==> src/rtl/aes_pkg.sv <==
// Shared constants and state encoding for the AES-128 input loader slice.
package aes_pkg;

    localparam int AES_DATA_W    = 128;
    localparam int AES_WORD_W    = 32;
    localparam int WORDS_PER_BLK = AES_DATA_W / AES_WORD_W;
    localparam int CNT_W         = $clog2(WORDS_PER_BLK);

    typedef enum logic [1:0] {
        NO_KEY = 2'd0,
        SETTLE = 2'd1,
        READY  = 2'd2
    } state_e;

endpackage

==> src/rtl/aes_word_packer.sv <==
// Packs host words MSW-first into 128-bit groups, latching the group type and aborting on a type switch.
// Define AES_LOADER_BYTE_SWAP_EN to byte-reverse every accepted word before packing.
module aes_word_packer
    import aes_pkg::*;
#(
    parameter int WORD_W = 32,
    parameter int BLK_W  = 128
) (
    input  logic              clk,
    input  logic              reset,
    input  logic              accept_i,
    input  logic [WORD_W-1:0] word_i,
    input  logic              is_key_i,
    output logic [BLK_W-1:0]  packed_o,
    output logic              done_o,
    output logic              done_is_key_o,
    output logic              abort_o
);

    logic [WORD_W-1:0]       word_sw;
    logic [BLK_W-WORD_W-1:0] shift_q, shift_d;
    logic [CNT_W-1:0]        cnt_q, cnt_d;
    logic                    type_q, type_d;
    logic                    mismatch;

`ifdef AES_LOADER_BYTE_SWAP_EN
    for (genvar b = 0; b < WORD_W / 8; b++) begin : g_swap
        assign word_sw[8*b +: 8] = word_i[WORD_W-8-8*b +: 8];
    end
`else
    assign word_sw = word_i;
`endif

    assign mismatch      = accept_i && (cnt_q != '0) && (is_key_i != type_q);
    assign packed_o      = {shift_q, word_sw};
    assign done_o        = accept_i && !mismatch && (cnt_q == CNT_W'(WORDS_PER_BLK - 1));
    assign done_is_key_o = type_q;
    assign abort_o       = mismatch;

    // An offending word restarts the group as its first word, so it reloads like count 0.
    always_comb begin
        shift_d = shift_q;
        cnt_d   = cnt_q;
        type_d  = type_q;
        if (accept_i) begin
            if ((cnt_q == '0) || mismatch) begin
                type_d  = is_key_i;
                shift_d = {{(BLK_W-2*WORD_W){1'b0}}, word_sw};
                cnt_d   = CNT_W'(1);
            end else begin
                shift_d = {shift_q[BLK_W-2*WORD_W-1:0], word_sw};
                cnt_d   = cnt_q + CNT_W'(1);
            end
        end
    end

    always_ff @(posedge clk) begin
        if (!reset) begin
            shift_q <= '0;
            cnt_q   <= '0;
            type_q  <= 1'b0;
        end else begin
            shift_q <= shift_d;
            cnt_q   <= cnt_d;
            type_q  <= type_d;
        end
    end

endmodule

==> src/rtl/aes_input_loader.sv <==
// Host word stream to AES-128 core loader: assembles keys/blocks and blocks data during the post-key settle window.
// Optional AES_LOADER_BYTE_SWAP_EN (handled in aes_word_packer) selects little-endian host words.
module aes_input_loader
    import aes_pkg::*;
#(
    parameter int DATA_W     = 128,
    parameter int KEY_LEN    = 128,
    parameter int WORD_W     = 32,
    parameter int KEY_SETTLE = 10
) (
    input  logic               clk,
    input  logic               reset,
    input  logic               word_valid_in,
    output logic               word_ready_out,
    input  logic [WORD_W-1:0]  word_in,
    input  logic               word_is_key,
    output logic [KEY_LEN-1:0] cipher_key,
    output logic               key_valid_out,
    output logic [DATA_W-1:0]  plain_text,
    output logic               data_valid_out,
    output logic               seq_err
);

    localparam int SETTLE_W = $clog2(KEY_SETTLE + 1);

    state_e               state_q, state_d;
    logic [SETTLE_W-1:0]  settle_q, settle_d;
    logic [KEY_LEN-1:0]   cipher_key_q;
    logic [DATA_W-1:0]    plain_text_q;
    logic                 key_valid_q, data_valid_q, seq_err_q;

    logic                 accept;
    logic [DATA_W-1:0]    packed_w;
    logic                 done_w, done_is_key_w, abort_w;
    logic                 key_done, data_done;

    // Data words stall (never drop) until a key has been loaded and its round keys have settled.
    assign word_ready_out = (state_q == READY) ||
                            (((state_q == NO_KEY) || (state_q == SETTLE)) && word_is_key);
    assign accept         = word_valid_in && word_ready_out;
    assign key_done       = done_w && done_is_key_w;
    assign data_done      = done_w && !done_is_key_w;

    aes_word_packer #(
        .WORD_W (WORD_W),
        .BLK_W  (DATA_W)
    ) u_packer (
        .clk           (clk),
        .reset         (reset),
        .accept_i      (accept),
        .word_i        (word_in),
        .is_key_i      (word_is_key),
        .packed_o      (packed_w),
        .done_o        (done_w),
        .done_is_key_o (done_is_key_w),
        .abort_o       (abort_w)
    );

    always_comb begin
        state_d  = state_q;
        settle_d = settle_q;
        case (state_q)
            NO_KEY: ;
            SETTLE: begin
                if (settle_q == '0) begin
                    state_d = READY;
                end else begin
                    settle_d = settle_q - SETTLE_W'(1);
                end
            end
            READY: ;
            default: state_d = NO_KEY;
        endcase
        if (key_done) begin
            state_d  = SETTLE;
            settle_d = SETTLE_W'(KEY_SETTLE - 1);
        end
    end

    always_ff @(posedge clk) begin
        if (!reset) begin
            state_q      <= NO_KEY;
            settle_q     <= '0;
            cipher_key_q <= '0;
            plain_text_q <= '0;
            key_valid_q  <= 1'b0;
            data_valid_q <= 1'b0;
            seq_err_q    <= 1'b0;
        end else begin
            state_q      <= state_d;
            settle_q     <= settle_d;
            key_valid_q  <= key_done;
            data_valid_q <= data_done;
            seq_err_q    <= abort_w;
            if (key_done) begin
                cipher_key_q <= packed_w[KEY_LEN-1:0];
            end
            if (data_done) begin
                plain_text_q <= packed_w;
            end
        end
    end

    assign cipher_key     = cipher_key_q;
    assign plain_text     = plain_text_q;
    assign key_valid_out  = key_valid_q;
    assign data_valid_out = data_valid_q;
    assign seq_err        = seq_err_q;

endmodule

==> config.mk <==
export PLATFORM = sky130hd
export DESIGN_NAME = aes_input_loader
export DESIGN_NICKNAME = d
export VERILOG_FILES = /design/src/rtl/aes_pkg.sv /design/src/rtl/aes_word_packer.sv /design/src/rtl/aes_input_loader.sv
export SDC_FILE = /design/constraint.sdc
export NUM_CORES = 1
export LEC_CHECK = 0
export CAP_MARGIN = 20
export CORE_MARGIN = 3
export CORE_UTILIZATION = 51
export CTS_CLUSTER_DIAMETER = 60
export DETAILED_ROUTE_END_ITERATION = 12
export GPL_TIMING_DRIVEN = 0
export PLACE_DENSITY_LB_ADDON = 0.3
export SYNTH_ARGS = -nofsm -noshare
export SYNTH_HDL_FRONTEND = slang
export SYNTH_SLANG_ARGS = --single-unit
==> constraint.sdc <==
create_clock -name clk -period 2.1 [get_ports clk]
set_input_delay 0.21 -clock clk [delete_from_list [all_inputs] [get_ports clk]]
set_output_delay 0.21 -clock clk [all_outputs]
set_load 0.005 [all_outputs]
Yosys cells after proc, flatten, opt, wreduce, memory -nomap -nowiden
Cells that the tools add are included.
{"block": "totals", "reg_bits": 364, "output_inout_bits": 260, "elab_cells": 58}
{"block": "op_classes", "addsub": 2, "eq_ne": 8, "mux": 8, "bitwise_logic": 3, "reduce_logical": 25}
{"cell": "$mux W96", "n": 1}
{"cell": "$mux W4", "n": 3}
{"cell": "$reduce_and A2 Y1", "n": 5}
{"cell": "$logic_and A1 B1 Y1", "n": 8}
{"cell": "$eq A2 B2 Y1 const B", "n": 2}
{"cell": "$logic_not A2 Y1", "n": 2}
{"cell": "$logic_not A4 Y1", "n": 1}
{"cell": "$mux W2", "n": 2}
{"cell": "$ne A2 B1 Y1 const B", "n": 2}
{"cell": "$pmux W2 S2", "n": 1}
{"cell": "$reduce_bool A2 Y1", "n": 2}
{"cell": "$reduce_or A2 Y1", "n": 2}
{"cell": "$sub A4 B1 Y4 const B", "n": 1}
{"cell": "$logic_or A1 B1 Y1", "n": 3}
{"cell": "$ne A3 B2 Y1 const B", "n": 1}
{"cell": "$not A1 Y1", "n": 3}
{"cell": "$add A2 B1 Y2 const B", "n": 1}
{"cell": "$eq A2 B1 Y1 const B", "n": 1}
{"cell": "$logic_not A1 Y1", "n": 2}
{"cell": "$ne A2 B2 Y1 const B", "n": 1}
{"cell": "$mux W1", "n": 1}
{"cell": "$ne A1 B1 Y1", "n": 1}

Depth between registers and ports, before layout
{"block": "depth", "word_depth": 13, "mapped_depth": 10, "mapped_depth_nobuf": 6}

By module
From an unflattened synthesis, not the netlist that was laid out.
{"block": "hier_totals", "hier_cells": 1259, "area_unflattened_um2": 12682.2}
{"mod": "aes_input_loader", "n_inst": 1, "cells_per_inst": 884, "area_each_um2": 8573.2, "seq_area_each_um2": 5305.1}
{"mod": "aes_word_packer", "n_inst": 1, "cells_per_inst": 375, "area_each_um2": 4108.9, "seq_area_each_um2": 1981.9}

Worst setup path after synthesis
Ideal clock, no wire load.
{"block": "synth_path", "kind": "register -> register", "from": "register u_packer.cnt_q[0]", "to": "register cipher_key_q[0] (netlist: cipher_key[0])", "setup_ns": 0.068, "arrival_time_ns": 1.541, "required_time_ns": 2.032, "path_slack_ns": 0.491, "stages_incl_launch_ff": 11, "path_buffers": 4, "period_less_slack_ns": 1.609, "cell_sequence": "dfxtp_1 inv_1 ha_1 o21a_1 nand4bb_1 buf_6 buf_12 buf_12 buf_12 nand3_2 o21ai_2"}
{"block": "synth_between", "elab_chain_cells": 7}
{"element": "start, declared", "line_no": "aes_word_packer.sv:22", "text": "logic [CNT_W-1:0] cnt_q, cnt_d;"}
{"element": "start signal, assigned", "line_no": "aes_word_packer.sv:64", "text": "cnt_q <= cnt_d;"}
{"element": "$reduce_bool A2 Y1", "line_no": "aes_word_packer.sv:34", "text": "assign mismatch = accept_i && (cnt_q != '0) && (is_key_i != type_q);"}
{"element": "$logic_and A1 B1 Y1 (2 in a row)", "line_no": "aes_word_packer.sv:34"}
{"element": "$logic_not A1 Y1", "line_no": "aes_word_packer.sv:36", "text": "assign done_o = accept_i && !mismatch && (cnt_q == CNT_W'(WORDS_PER_BLK - 1));"}
{"element": "$logic_and A1 B1 Y1", "line_no": "aes_word_packer.sv:36"}
{"element": "$logic_and A1 B1 Y1 (*)", "line_no": "aes_word_packer.sv:36"}
{"element": "$logic_and A1 B1 Y1 (*)", "line_no": "aes_input_loader.sv:41", "text": "assign key_done = done_w && done_is_key_w;"}
{"element": "end signal, assigned", "line_no": "aes_input_loader.sv:96", "text": "cipher_key_q <= packed_w[KEY_LEN-1:0];"}
{"element": "end, declared", "line_no": "aes_input_loader.sv:28", "text": "logic [KEY_LEN-1:0] cipher_key_q;"}
Every way passes the cells marked *; elsewhere a longest branch is shown, timed or not.
A chain may end at the register's enable or synchronous reset.

Worst setup path after layout
{"block": "layout_path", "from": "register u_packer.cnt_q[0]", "to": "register cipher_key_q[16] (netlist: cipher_key[16])"}
The elaborated chain is that of the path after synthesis.

==> metrics.md <==
| Metric | Value |
|---|---|
| First-pass GRT wire length | `between 60000 and 70000 microns` |
| Most frequently used flop master after synthesis | `dfxtp_1` |
| Part of the cycle the worst path needs | `around 94%` |
| Leakage Power | `7.290 nW` |
| H-tree Lvls | `2` |
| Yosys top cell by area | `dfxtp_1` |
| Final-report hold violation count | `0` |
| Worst-Margin Slew | `1047 ps` |
| Number of synthesized register bits | `364` |
| Worst hold path class | `primary input to flop` |
| Clock buffer depth | `3` |
| Syn Area/Cell | `roughly 10 sq um` |
| CP endpoint kind | `flop` |
| Root Driver | `clkbuf_16` |
| Cells after synthesis | `between 1000 and 1500` |
| Post-synth EDFFs | `0` |
| Setup TNS | `0 ps` |
| Die area | `~30000 sq um` |
| Worst reg-to-reg path cell count | `10` |
| RSZ-0062 raised after global routing | `no` |
| GRT Total Usage | `a little over a quarter` |
| Layout cells sized above 1 | `a little under a fifth` |
| Crit path kind | `flop to flop` |
| Final setup violation count | `0` |
| Post-route DRC | `0` |
| Post_cts resized | `0` |
| Reg clk slew, reported paths | `60 ps` |
| R2R Setup Slk | `approximately 120 ps` |
| Slew Limit Fails | `0` |
| Area growth syn-to-layout | `32.31%` |
| Largest net degree at the start of global routing | `14` |
| Post-Syn Area | `~14000 sq um` |
| Nets | `between 1500 and 2000` |
| DP HPWL | `approximately 31000 microns` |
| Fmax | `505.0 MHz` |
| Worst skew pair latency | `between 500 and 600 ps` |
| CP startpoint kind | `flop` |
| Reg2reg end | `cipher_key[16]` |
| Drt pass-1 iters | `5` |
| Post-Route WL | `around 43000 microns` |
| Row count | `60` |
| FFs w/ async S/R, synth | `0%` |
| DP Worst Slack | `around 100 ps` |
| Initial Utilization | `between 50% and 60%` |
| Synth warn | `0` |
| Worst setup margin | `between 100 and 150 ps` |
| Number of global-route vias before repair | `between 10000 and 15000` |
| Status | `finished clean` |
| Arr. time, crit path | `approximately 2400 ps` |
| Crit path time final | `between 1500 and 2000 ps` |
| Initial DRC count | `896` |
| Pwr Density | `approximately 750 nW/um^2` |
| Wire length per cell | `between 20 and 25 microns` |
| Worst rel slew slack | `a little under a third` |
| Max cap viols | `0` |
| TritonCTS clock tree | `built` |
| Worst R2R Start | `u_packer.cnt_q[0]` |
| PortBufs | `293` |
| Post-synth top cells | `dfxtp_1 (364), nand2_1 (327), mux2i_1 (128)` |
| Synth cell types | `40` |
| CORE AREA | `27330 sq um` |
| Grt total ovfl | `0` |
| Clock Sinks | `between 300 and 400` |
| Maximum VDD drop | `roughly 0.59 mV` |
| Clock buffer count from CTS | `38` |
| Clk_skew | `between 10 and 15 ps` |
| Critical path fanouts, max | `10` |
| Setup crit end | `cipher_key[16]` |
| Most common cell in the netlist | `dfxtp_1` |
| Vias per std cell | `roughly 5.5` |
| Post-route ant nets | `0` |
| Total I/O pin count | `296` |
| Sequential share of the synthesized area | `~51%` |
| Crit. Startpoint | `u_packer.cnt_q[0]` |
| Worst path required time | `about 2600 ps` |
| Die Y | `roughly 170 microns` |
| Synth Net Count | `approximately 1400` |
| Vias after detailed routing | `11830` |
| Routability Congestion | `0.8922` |
| Synth top area cells | `dfxtp_1 (51%), mux2i_1 (8.9%), nand2_1 (8.5%)` |
| Synth top area share | `between 50% and 60%` |
| Initial antenna violation count | `0` |
| Die extent in x | `between 150 and 200 microns` |
## repair_timing
item,4_1_cts,5_1_grt
hold buffers,1,0
endpoints found under the hold margin,1,0
setup buffers,0,0
setup endpoints to repair,0,0
## where the power goes
group          internal (mW)  switching, mW
registers               6.94         0.0360
logic                  0.173          0.367
clock network           4.04           2.68
## registers in the layout, summed over array words and instances, names as in the netlist
name                    flops
cipher_key                128
data_valid_out              1
key_valid_out               1
plain_text                128
seq_err                     1
settle_q                    4
state_q                     2
u_packer.cnt_q              2
u_packer.done_is_key_o      1
u_packer.shift_q           96
## cells in the final DEF (no fill, tap or decap), types with 3 or more instances in the layout
cell	synthesis	layout
a21boi_0	27	27
a21boi_1	8	8
a21oi_1	4	4
a32oi_1	65	65
and4_1	3	3
buf_12	12	12
buf_2	12	12
buf_4	17	17
buf_6	20	20
clkbuf_1	55	64
clkbuf_16	0	41
clkbuf_2	10	10
clkbuf_8	0	7
clkdlybuf4s50_1	0	293
clkinv_2	0	3
dfxtp_1	364	364
ha_1	3	3
inv_1	5	5
mux2i_1	128	128
nand2_1	327	327
nand3_1	30	30
nand3_2	100	100
nor2_1	3	3
nor2b_1	68	68
o21ai_0	29	29
o21ai_2	100	100
## metrics by stage
step / area, sq um / utilization, % / instances / total power [mW] / hold WS (ps)
2_1_floorplan: 14400 / - / 1409 / 7.425 / 344.8
3_3_place_gp: 17790 / 65.11 / 2074 / 7.639 / 443.8
3_5_place_dp: 17790 / 65.11 / 2074 / 7.649 / 449.3
4_1_cts: 19040 / 69.69 / 2138 / 14.27 / 276.2
5_1_grt: 19040 / 69.69 / 2138 / 14.59 / 292.7
6_report: 19050 / 69.70 / 2139 / 14.23 / 282.1
## cells by family after synthesis
group | after synthesis | share of synthesized area, %
AND/OR/NAND/NOR | 542 | 20.31
XOR/XNOR | 3 | 0.1826
flip-flops | 364 | 50.62
adder cells (fa/ha/maj) | 3 | 0.2608
AO/OA/AOI/OAI | 237 | 13.25
buffers and inverters | 132 | 6.475
multiplexers | 128 | 8.900
## worst min-delay path by stage
stage,from,end,slack [ps],depth (start not counted)
after floorplan,word_in[12],u_packer.shift_q[12],340,2
after global placement,plain_text[1],plain_text[1],440,2
after detailed placement,cipher_key[36],cipher_key[36],450,2
after CTS,word_in[16],u_packer.shift_q[16],280,3
after global routing,word_in[16],u_packer.shift_q[16],290,3
final,word_in[16],u_packer.shift_q[16],280,3
## final cells by class
type / instances / area (sq um)
plain buffers: 127 / 913.4
fillers: 2050 / 8280
clock buffers: 57 / 1156
well taps: 372 / 465.4
repair buffers: 294 / 2943
multi-input cells: 913 / 6176
flip-flops and latches: 364 / 7287
clock inverters: 6 / 83.83
diodes: 1 / 2.502
inverters: 5 / 18.77
## worst max-delay path, cell delays in order (launching register included)
cell and delay (ps):
dfxtp_1 390, inv_1 60, ha_1 220, o21a_1 190, nand4bb_1 110, buf_6 180, buf_12 180, buf_12 210
buf_12 170, nand3_2 90, o21ai_2 60
## metal layers
layer	up-vias	wire [microns]	GRT usage [%]
met1	5693	17820	35.17
met2	504	20420	45.63
met4	0	1593	10.15
li1	5534	-	-
met5	-	0	0
met3	101	3159	4.543
(Power assumes the default switching activity.)
